[src/rtl/trace_pkg.sv]
`default_nettype none
// ============================================================================
// Package     : trace_pkg
// Description : Shared definitions for the CPU execution-trace buffer.
//               Holds the FSM state encoding, the trace-record field
//               offsets and the record width helper.
//               Record layout (MSB..LSB): {pc, rf_we, rf_waddr, rf_wdata, dm_we}
// Revision    : 1.0 - initial release
// ============================================================================
package trace_pkg;

    // FSM state encoding; these values are also what state_o presents.
    localparam logic [1:0] c_ST_IDLE  = 2'd0;
    localparam logic [1:0] c_ST_ARMED = 2'd1;
    localparam logic [1:0] c_ST_POST  = 2'd2;
    localparam logic [1:0] c_ST_DONE  = 2'd3;

    // Register-file write address width (32 architectural registers).
    localparam int c_WADDR_W = 5;

    // Fixed low-order field offsets.
    localparam int c_OFF_DM_WE = 0;
    localparam int c_OFF_WDATA = 1;

    // Offsets of the fields that sit above the data word.
    function automatic int off_waddr(input int data_w);
        return data_w + 1;
    endfunction

    function automatic int off_rf_we(input int data_w);
        return data_w + 1 + c_WADDR_W;
    endfunction

    function automatic int off_pc(input int data_w);
        return data_w + 2 + c_WADDR_W;
    endfunction

    // Total record width.
    function automatic int rec_w(input int pc_w, input int data_w);
        return pc_w + 1 + c_WADDR_W + data_w + 1;
    endfunction

endpackage
`default_nettype wire

[src/rtl/trace_ram.sv]
`default_nettype none
// ============================================================================
// Module      : trace_ram
// Description : DEPTH x REC_W trace storage. One synchronous write port and
//               one synchronous read port with one cycle of read latency.
//               The read register clears on reset so the readout bus starts
//               at zero; the array itself is never reset.
// Ports       : clk, rst         - clock, synchronous active-high reset
//               i_we/i_waddr/i_wdata - write port
//               i_re/i_raddr     - read request, data on o_rdata next cycle
//               o_rdata          - registered read data
// Revision    : 1.0 - initial release
// ============================================================================
module trace_ram #(
    parameter int DEPTH = 16,
    parameter int REC_W = 71
) (
    input  logic                     clk,
    input  logic                     rst,
    input  logic                     i_we,
    input  logic [$clog2(DEPTH)-1:0] i_waddr,
    input  logic [REC_W-1:0]         i_wdata,
    input  logic                     i_re,
    input  logic [$clog2(DEPTH)-1:0] i_raddr,
    output logic [REC_W-1:0]         o_rdata
);

    logic [REC_W-1:0] r_mem [DEPTH];
    logic [REC_W-1:0] r_rdata;

    always_ff @(posedge clk) begin
        if (i_we) begin
            r_mem[i_waddr] <= i_wdata;
        end
    end

    always_ff @(posedge clk) begin
        if (rst) begin
            r_rdata <= '0;
        end else if (i_re) begin
            r_rdata <= r_mem[i_raddr];
        end
    end

    assign o_rdata = r_rdata;

endmodule
`default_nettype wire

[src/rtl/cpu_trace_buffer.sv]
`default_nettype none
// ============================================================================
// Module      : cpu_trace_buffer
// Description : Execution-trace capture unit placed beside the single-cycle
//               CPU. While armed it records {pc, rf_we, rf_waddr, rf_wdata,
//               dm_we} into a circular buffer, freezes POST_CNT records
//               after a PC-match trigger, then replays the frozen trace
//               oldest-first through a pop/valid port.
//               Build option: define TRACE_WRITES_ONLY_EN to record only
//               cycles that write the register file or data memory (the
//               trigger cycle is always recorded).
// Ports       : clk_i, rst_i       - clock, synchronous active-high reset
//               pc_i               - PC of the current instruction
//               rf_we_i/rf_waddr_i/rf_wdata_i - register-file write port
//               dm_we_i            - data-memory write strobe
//               arm_i              - clear buffer and start capture
//               trig_pc_i          - trigger PC
//               rd_en_i            - pop one record (DONE only)
//               rd_data_o/rd_valid_o - popped record, valid one cycle later
//               state_o            - 0 IDLE, 1 ARMED, 2 POST, 3 DONE
//               count_o            - stored record count
//               wrapped_o          - oldest records were overwritten
// Revision    : 1.0 - initial release
// ============================================================================
module cpu_trace_buffer
    import trace_pkg::*;
#(
    parameter  int PC_W     = 32,
    parameter  int DATA_W   = 32,
    parameter  int DEPTH    = 16,
    parameter  int POST_CNT = 4,
    localparam int REC_W    = rec_w(PC_W, DATA_W),
    localparam int CNT_W    = $clog2(DEPTH) + 1
) (
    input  logic                 clk_i,
    input  logic                 rst_i,
    input  logic [PC_W-1:0]      pc_i,
    input  logic                 rf_we_i,
    input  logic [c_WADDR_W-1:0] rf_waddr_i,
    input  logic [DATA_W-1:0]    rf_wdata_i,
    input  logic                 dm_we_i,
    input  logic                 arm_i,
    input  logic [PC_W-1:0]      trig_pc_i,
    input  logic                 rd_en_i,
    output logic [REC_W-1:0]     rd_data_o,
    output logic                 rd_valid_o,
    output logic [1:0]           state_o,
    output logic [CNT_W-1:0]     count_o,
    output logic                 wrapped_o
);

    localparam int               c_AW        = $clog2(DEPTH);
    localparam logic [CNT_W-1:0] c_FULL      = CNT_W'(DEPTH);
    localparam logic [c_AW-1:0]  c_POST_INIT = c_AW'(POST_CNT);
    localparam logic [c_AW-1:0]  c_POST_LAST = c_AW'(1);
    localparam logic             c_NO_POST   = (POST_CNT == 0);

    logic [1:0]       r_state;
    logic [1:0]       w_state_nxt;
    logic [c_AW-1:0]  r_wr_ptr;
    logic [c_AW-1:0]  r_rd_ptr;
    logic [CNT_W-1:0] r_count;
    logic             r_wrapped;
    logic [c_AW-1:0]  r_post_cnt;
    logic             r_rd_valid;
    logic             w_capture;
    logic             w_match;
    logic             w_rec;
    logic             w_pop;

    // ------------------------------------------------------------------
    // Next-state and strobe decode. arm_i suppresses both recording and
    // popping so that the arm cycle leaves no trace.
    // ------------------------------------------------------------------
    always_comb begin
        w_state_nxt = r_state;
        w_capture   = (r_state == c_ST_ARMED) || (r_state == c_ST_POST);
        // Only ARMED looks for the trigger; matches during POST are ignored.
        w_match     = (r_state == c_ST_ARMED) && (pc_i == trig_pc_i);
`ifdef TRACE_WRITES_ONLY_EN
        w_rec       = w_capture && !arm_i && (rf_we_i || dm_we_i || w_match);
`else
        w_rec       = w_capture && !arm_i;
`endif
        w_pop       = (r_state == c_ST_DONE) && rd_en_i && (r_count != '0) && !arm_i;

        if (arm_i) begin
            w_state_nxt = c_ST_ARMED;
        end else begin
            case (r_state)
                c_ST_IDLE: ;
                c_ST_ARMED: begin
                    if (w_match) begin
                        w_state_nxt = c_NO_POST ? c_ST_DONE : c_ST_POST;
                    end
                end
                c_ST_POST: begin
                    // Last post-trigger record is being written this cycle.
                    if (w_rec && (r_post_cnt == c_POST_LAST)) begin
                        w_state_nxt = c_ST_DONE;
                    end
                end
                c_ST_DONE: ;
                default: w_state_nxt = c_ST_IDLE;
            endcase
        end
    end

    always_ff @(posedge clk_i) begin
        if (rst_i) begin
            r_state <= c_ST_IDLE;
        end else begin
            r_state <= w_state_nxt;
        end
    end

    // ------------------------------------------------------------------
    // Pointers and counters. Recording and popping are mutually exclusive
    // by state, so the two rd_ptr updates never collide.
    // ------------------------------------------------------------------
    always_ff @(posedge clk_i) begin
        if (rst_i || arm_i) begin
            r_wr_ptr   <= '0;
            r_rd_ptr   <= '0;
            r_count    <= '0;
            r_wrapped  <= 1'b0;
            r_post_cnt <= '0;
            r_rd_valid <= 1'b0;
        end else begin
            r_rd_valid <= w_pop;

            if (w_rec) begin
                r_wr_ptr <= r_wr_ptr + 1'b1;
                if (r_count == c_FULL) begin
                    // Full: the new record displaces the oldest one.
                    r_rd_ptr  <= r_rd_ptr + 1'b1;
                    r_wrapped <= 1'b1;
                end else begin
                    r_count <= r_count + 1'b1;
                end
            end

            if (w_match) begin
                r_post_cnt <= c_POST_INIT;
            end else if ((r_state == c_ST_POST) && w_rec) begin
                r_post_cnt <= r_post_cnt - 1'b1;
            end

            if (w_pop) begin
                r_rd_ptr <= r_rd_ptr + 1'b1;
                r_count  <= r_count - 1'b1;
            end
        end
    end

    trace_ram #(
        .DEPTH (DEPTH),
        .REC_W (REC_W)
    ) u_ram (
        .clk     (clk_i),
        .rst     (rst_i),
        .i_we    (w_rec),
        .i_waddr (r_wr_ptr),
        .i_wdata ({pc_i, rf_we_i, rf_waddr_i, rf_wdata_i, dm_we_i}),
        .i_re    (w_pop),
        .i_raddr (r_rd_ptr),
        .o_rdata (rd_data_o)
    );

    assign rd_valid_o = r_rd_valid;
    assign state_o    = r_state;
    assign count_o    = r_count;
    assign wrapped_o  = r_wrapped;

endmodule
`default_nettype wire
[config.mk]
export PLATFORM = sky130hd
export DESIGN_NAME = cpu_trace_buffer
export DESIGN_NICKNAME = d
export VERILOG_FILES = /design/src/rtl/trace_pkg.sv /design/src/rtl/trace_ram.sv /design/src/rtl/cpu_trace_buffer.sv
export SDC_FILE = /design/constraint.sdc
export NUM_CORES = 1
export LEC_CHECK = 0
export CAP_MARGIN = 0
export CORE_MARGIN = 8
export CORE_UTILIZATION = 35
export DETAILED_ROUTE_END_ITERATION = 16
export MAX_ROUTING_LAYER = met4
export SLEW_MARGIN = 20
export SYNTH_ARGS = -nofsm -noshare
export SYNTH_HDL_FRONTEND = slang
export SYNTH_SLANG_ARGS = --single-unit
[constraint.sdc]
create_clock -name clk_i -period 8.51 [get_ports clk_i]
set_input_delay 1.2765 -clock clk_i [delete_from_list [all_inputs] [get_ports clk_i]]
set_output_delay 1.2765 -clock clk_i [all_outputs]
set_load 0.005 [all_outputs]
==> Implementation_results.wiki <==
{| class="wikitable"
! Metric !! Value
|-
| Number of vias in the routed layout || roughly 22k
|-
| Pwr dens || 217 mW/mm^2
|-
| Setup repair after global routing missed its margin || false
|-
| Area of the mapped netlist || roughly 0.047 mm^2
|-
| Number of iterations in the first detailed-routing pass || 5
|-
| Data arrival time at the worst-slack endpoint || between 5 and 6 ns
|-
| Share of synthesized flip-flops with an asynchronous set or reset || 0%
|-
| Sequential cell area in the final layout || 0.0360 mm^2
|-
| Via density per instance || between 5 and 6
|-
| Max-slew violation total from the final report || 0
|-
| Flop and latch count out of synthesis || ~1.2k
|-
| Count of yosys warnings during synthesis || 0
|-
| CORE AREA || about 0.13 mm^2
|-
| Critical Path RT || 9.13 ns
|-
| Die outline width || around 380 um
|-
| Utilization of the core after routing || 40.9%
|-
| Worst supply voltage drop on vdd || around 170 uV
|-
| Final setup violation count || 0
|-
| Sum Neg Setup Slack || 0 ns
|-
| Cell leakage power || 16.0 nW
|-
| Post-route antenna net violation count || 0
|-
| Detailed route wirelength on metal3 || just under 7000 um
|-
| Library cell occupying the most area in the post-synthesis netlist || sky130_fd_sc_hd__edfxtp_1
|-
| Setup Skew || approximately 0.021 ns
|-
| Type of element launching the critical path || input pin
|-
| Cell count after synthesis || 2089
|-
| Top-level port count || between 150 and 200
|-
| Post-CTS Setup Repair Bufs || 0
|-
| Status || completed
|-
| Average wire per cell in the routed design || about 26 um
|-
| TritonCTS Buffers || 116
|-
| Later-pin clock latency in the skew report || a little under 0.7 ns
|-
| H-tree levels || 3
|-
| Total half-perimeter wirelength after legalization and detailed placement || ~63000 um
|-
| Total Routing Usage GR || 15.2%
|-
| Die ar. || about 0.15 mm^2
|-
| Antenna violations before repair || 13
|-
| Most frequently used flop master after synthesis || sky130_fd_sc_hd__edfxtp_1
|-
| Seq/Total Area, Yosys || roughly 77%
|-
| Max-slew headroom || between 20% and 30%
|-
| Ratio of cells with drive above 1 in the final layout || around a quarter
|-
| Classification of the worst-slack hold path || reg2reg
|-
| DR top layer || met4
|-
| DRC Markers || 0
|-
| Clock Sink Count || between 1k and 1.5k
|-
| Final weighted congestion of routability-driven global placement || about 0.75
|-
| # Max-Cap Violations || 0
|-
| Standard-cell rows || 134
|-
| Transition at the pin with the smallest max-transition slack || roughly 1.1 ns
|-
| Length of routed met2 wiring || between 50000 and 60000 um
|-
| First-pass GRT wire length || 160000 um
|-
| Post-placement cell area || slightly above 0.05 mm^2
|-
| P&R area growth vs syn || 16.4%
|-
| Port-buffer cells || ~190
|-
| Filler cell count || approximately 11k
|-
| Post-synth EDFFs || between 1k and 1.5k
|-
| Distinct cell type count of the synthesized netlist || 42
|-
| Total wirelength of the detailed-routed design || ~110000 um
|-
| GRT Residual Overflow || 0
|-
| Number of gates given a new drive strength after cts || 0
|-
| Number of DRC markers in iteration 0 || around 1.9k
|-
| Top-area cell type share of the netlist area || 73.0%
|-
| Number of failing hold endpoints at the final stage || 0
|-
| Post-layout nets || 2447
|-
| Crit share post-route || 54.4%
|-
| Initial core utilization || between 30% and 40%
|-
| Number of global-route vias before repair || 22.7k
|-
| Worst Setup Path Type || in2reg
|-
| Synth area leaders || sky130_fd_sc_hd__edfxtp_1 (73%), sky130_fd_sc_hd__mux4_2 (17%), sky130_fd_sc_hd__dfxtp_1 (3.9%)
|-
| Largest net degree at the start of global routing || 157
|-
| Area used by multi-input combinational logic || slightly above 0.01 mm^2
|-
| Post-Synthesis Mean Instance Area || ~22 um^2
|-
| Number of hold-repair buffers added at the cts stage || 0
|-
| Vertical die dimension || about 380 um
|-
| Minimum clock period || roughly 4.6 ns
|-
| WL met1 || approximately 46000 um
|-
| Master cell of the clock root buffer || sky130_fd_sc_hd__clkbuf_16
|-
| CP Max Fanout || between 70 and 80
|-
| Syn_nets || roughly 2.2k
|-
| CTS tree || built
|-
| Nature of the critical path endpoint || flip-flop
|-
| Final instance area || 0.0544 mm^2
|-
| Max Clk Rate || roughly 220 MHz
|-
| Longest Clk Path Bufs || 3
|-
| Clk slew on worst S/H paths || roughly 0.060 ns
|}
## cell usage in the layout, fill, tap and decap left out, types with 3 or more instances in the layout
cell type                            n
sky130_fd_sc_hd__inv_1              13
sky130_fd_sc_hd__nor3_1              4
sky130_fd_sc_hd__edfxtp_1         1136
sky130_fd_sc_hd__dfxtp_1            88
sky130_fd_sc_hd__clkbuf_8            9
sky130_fd_sc_hd__mux2i_1             4
sky130_fd_sc_hd__xnor2_1            41
sky130_fd_sc_hd__clkinv_2           29
sky130_fd_sc_hd__xor2_1              3
sky130_fd_sc_hd__buf_16              3
sky130_fd_sc_hd__a31oi_1             3
sky130_fd_sc_hd__buf_6               3
sky130_fd_sc_hd__clkbuf_1           19
sky130_fd_sc_hd__diode_2            10
sky130_fd_sc_hd__a21oi_1            76
sky130_fd_sc_hd__mux4_2            355
sky130_fd_sc_hd__dfxtp_4             4
sky130_fd_sc_hd__nand4_1            11
sky130_fd_sc_hd__ha_1               13
sky130_fd_sc_hd__clkinvlp_4          5
sky130_fd_sc_hd__buf_4              36
sky130_fd_sc_hd__nor2_4             12
sky130_fd_sc_hd__clkbuf_16         117
sky130_fd_sc_hd__nor2_1             18
sky130_fd_sc_hd__nor3_2              4
sky130_fd_sc_hd__nor4_1              4
sky130_fd_sc_hd__clkinv_1           25
sky130_fd_sc_hd__bufinv_16           6
sky130_fd_sc_hd__nand3_1             5
sky130_fd_sc_hd__clkdlybuf4s50_1   185
sky130_fd_sc_hd__inv_6               4
sky130_fd_sc_hd__nand2_1           156
## synth_stat cells, types with 2 or more instances
master                     number
sky130_fd_sc_hd__nand3_1        5
sky130_fd_sc_hd__nor4_1         4
sky130_fd_sc_hd__nand2b_1       2
sky130_fd_sc_hd__clkbuf_1      39
sky130_fd_sc_hd__inv_1         13
sky130_fd_sc_hd__nand2_1      156
sky130_fd_sc_hd__a21o_1         2
sky130_fd_sc_hd__xnor2_1       41
sky130_fd_sc_hd__o21ai_1        2
sky130_fd_sc_hd__a31oi_1        3
sky130_fd_sc_hd__xor2_1         3
sky130_fd_sc_hd__dfxtp_1       92
sky130_fd_sc_hd__nor2_1        30
sky130_fd_sc_hd__nor4b_1        2
sky130_fd_sc_hd__nor2b_1        2
sky130_fd_sc_hd__ha_1          13
sky130_fd_sc_hd__buf_1         23
sky130_fd_sc_hd__nor3_1         8
sky130_fd_sc_hd__mux2i_1        4
sky130_fd_sc_hd__o21ai_0        2
sky130_fd_sc_hd__buf_2         20
sky130_fd_sc_hd__mux4_2       355
sky130_fd_sc_hd__buf_6         28
sky130_fd_sc_hd__and3_1         2
sky130_fd_sc_hd__edfxtp_1    1136
sky130_fd_sc_hd__a21oi_1       76
sky130_fd_sc_hd__nand4_1       11
## routing by layer
layer	up-vias	track usage, %
met5	-	-
met4	0	3.09
met3	125	3.09
met2	586	25.0
met1	11800	19.8
li1	9174	-
## worst max-delay path, stage by stage
cell                              delay, ns
sky130_fd_sc_hd__clkdlybuf4s50_1       0.67
sky130_fd_sc_hd__nand3b_1              0.17
sky130_fd_sc_hd__a21o_4                0.75
sky130_fd_sc_hd__inv_4                 0.60
sky130_fd_sc_hd__ha_1                  0.56
sky130_fd_sc_hd__nor2b_1               0.16
sky130_fd_sc_hd__o21ai_0               0.17
sky130_fd_sc_hd__a2111oi_2             0.44
sky130_fd_sc_hd__mux2i_1               0.25
sky130_fd_sc_hd__and3_1                0.16
## per-stage QoR
| step | total power (W) | hold WS (ns) | setup slack, ns | std cells |
|---|---|---|---|---|
| 6_report | 0.0118 | 0.455 | 3.88 | 4203 |
| 5_1_grt | 0.0122 | 0.480 | 3.55 | 4202 |
| 4_1_cts | 0.0119 | 0.458 | 3.81 | 4191 |
| 3_5_place_dp | 0.00699 | 0.449 | 3.09 | 3974 |
| 3_3_place_gp | 0.00697 | 0.451 | 3.08 | 3973 |
| 2_1_floorplan | 0.00681 | 0.442 | 1.10 | 2089 |
## cell families (layout without fill, tap and decap cells)
logic type                 count (synthesis)  after routing  share of synthesized area (%)
DFF                                     1228           1228                           77.0
muxes                                    360            360                           17.2
and+or+nand+nor                          226            226                           2.03
buffers and inverters                    124            460                           1.50
AOI/OAI and AO/OA                         93             93                           1.08
xor gates and xnor gates                  44             44                          0.825
adders and majority gates                 14             14                          0.391
other                                      0             10                              0
## where the power goes
group,internal [W],switching (W),total (W)
registers,0.00661,0.00000483,0.00661
logic,0.0000832,0.000159,0.000242
clock network,0.00278,0.00218,0.00496
## worst paths after layout
path              slack (ns)              from  cells past startpoint          endpoint
setup / recovery        3.88             arm_i                     10        count_o[4]
hold / removal          0.46  u_ram.o_rdata[0]                      2  u_ram.o_rdata[0]
setup reg to reg        4.25        count_o[0]                      9        count_o[4]
hold reg to reg         0.46  u_ram.o_rdata[0]                      2  u_ram.o_rdata[0]
## state kept, by name, indices dropped and copies added (netlist names)
name / count
u_ram.o_rdata: 71
r_post_cnt: 4
rd_valid_o: 1
wrapped_o: 1
state_o: 2
u_ram.r_mem: 1136
r_rd_ptr: 4
r_wr_ptr: 4
count_o: 5
## cell type report
cell class                 count  area share, %
inverter                      14          0.101
sequential                  1228           66.1
antenna                       10         0.0460
tap                         1768           4.07
clock inverter                72          0.987
clock buffer                 145           5.74
timing repair buffer         229           4.19
multi-input combinational    737           18.7
(Power assumes the default switching activity.)
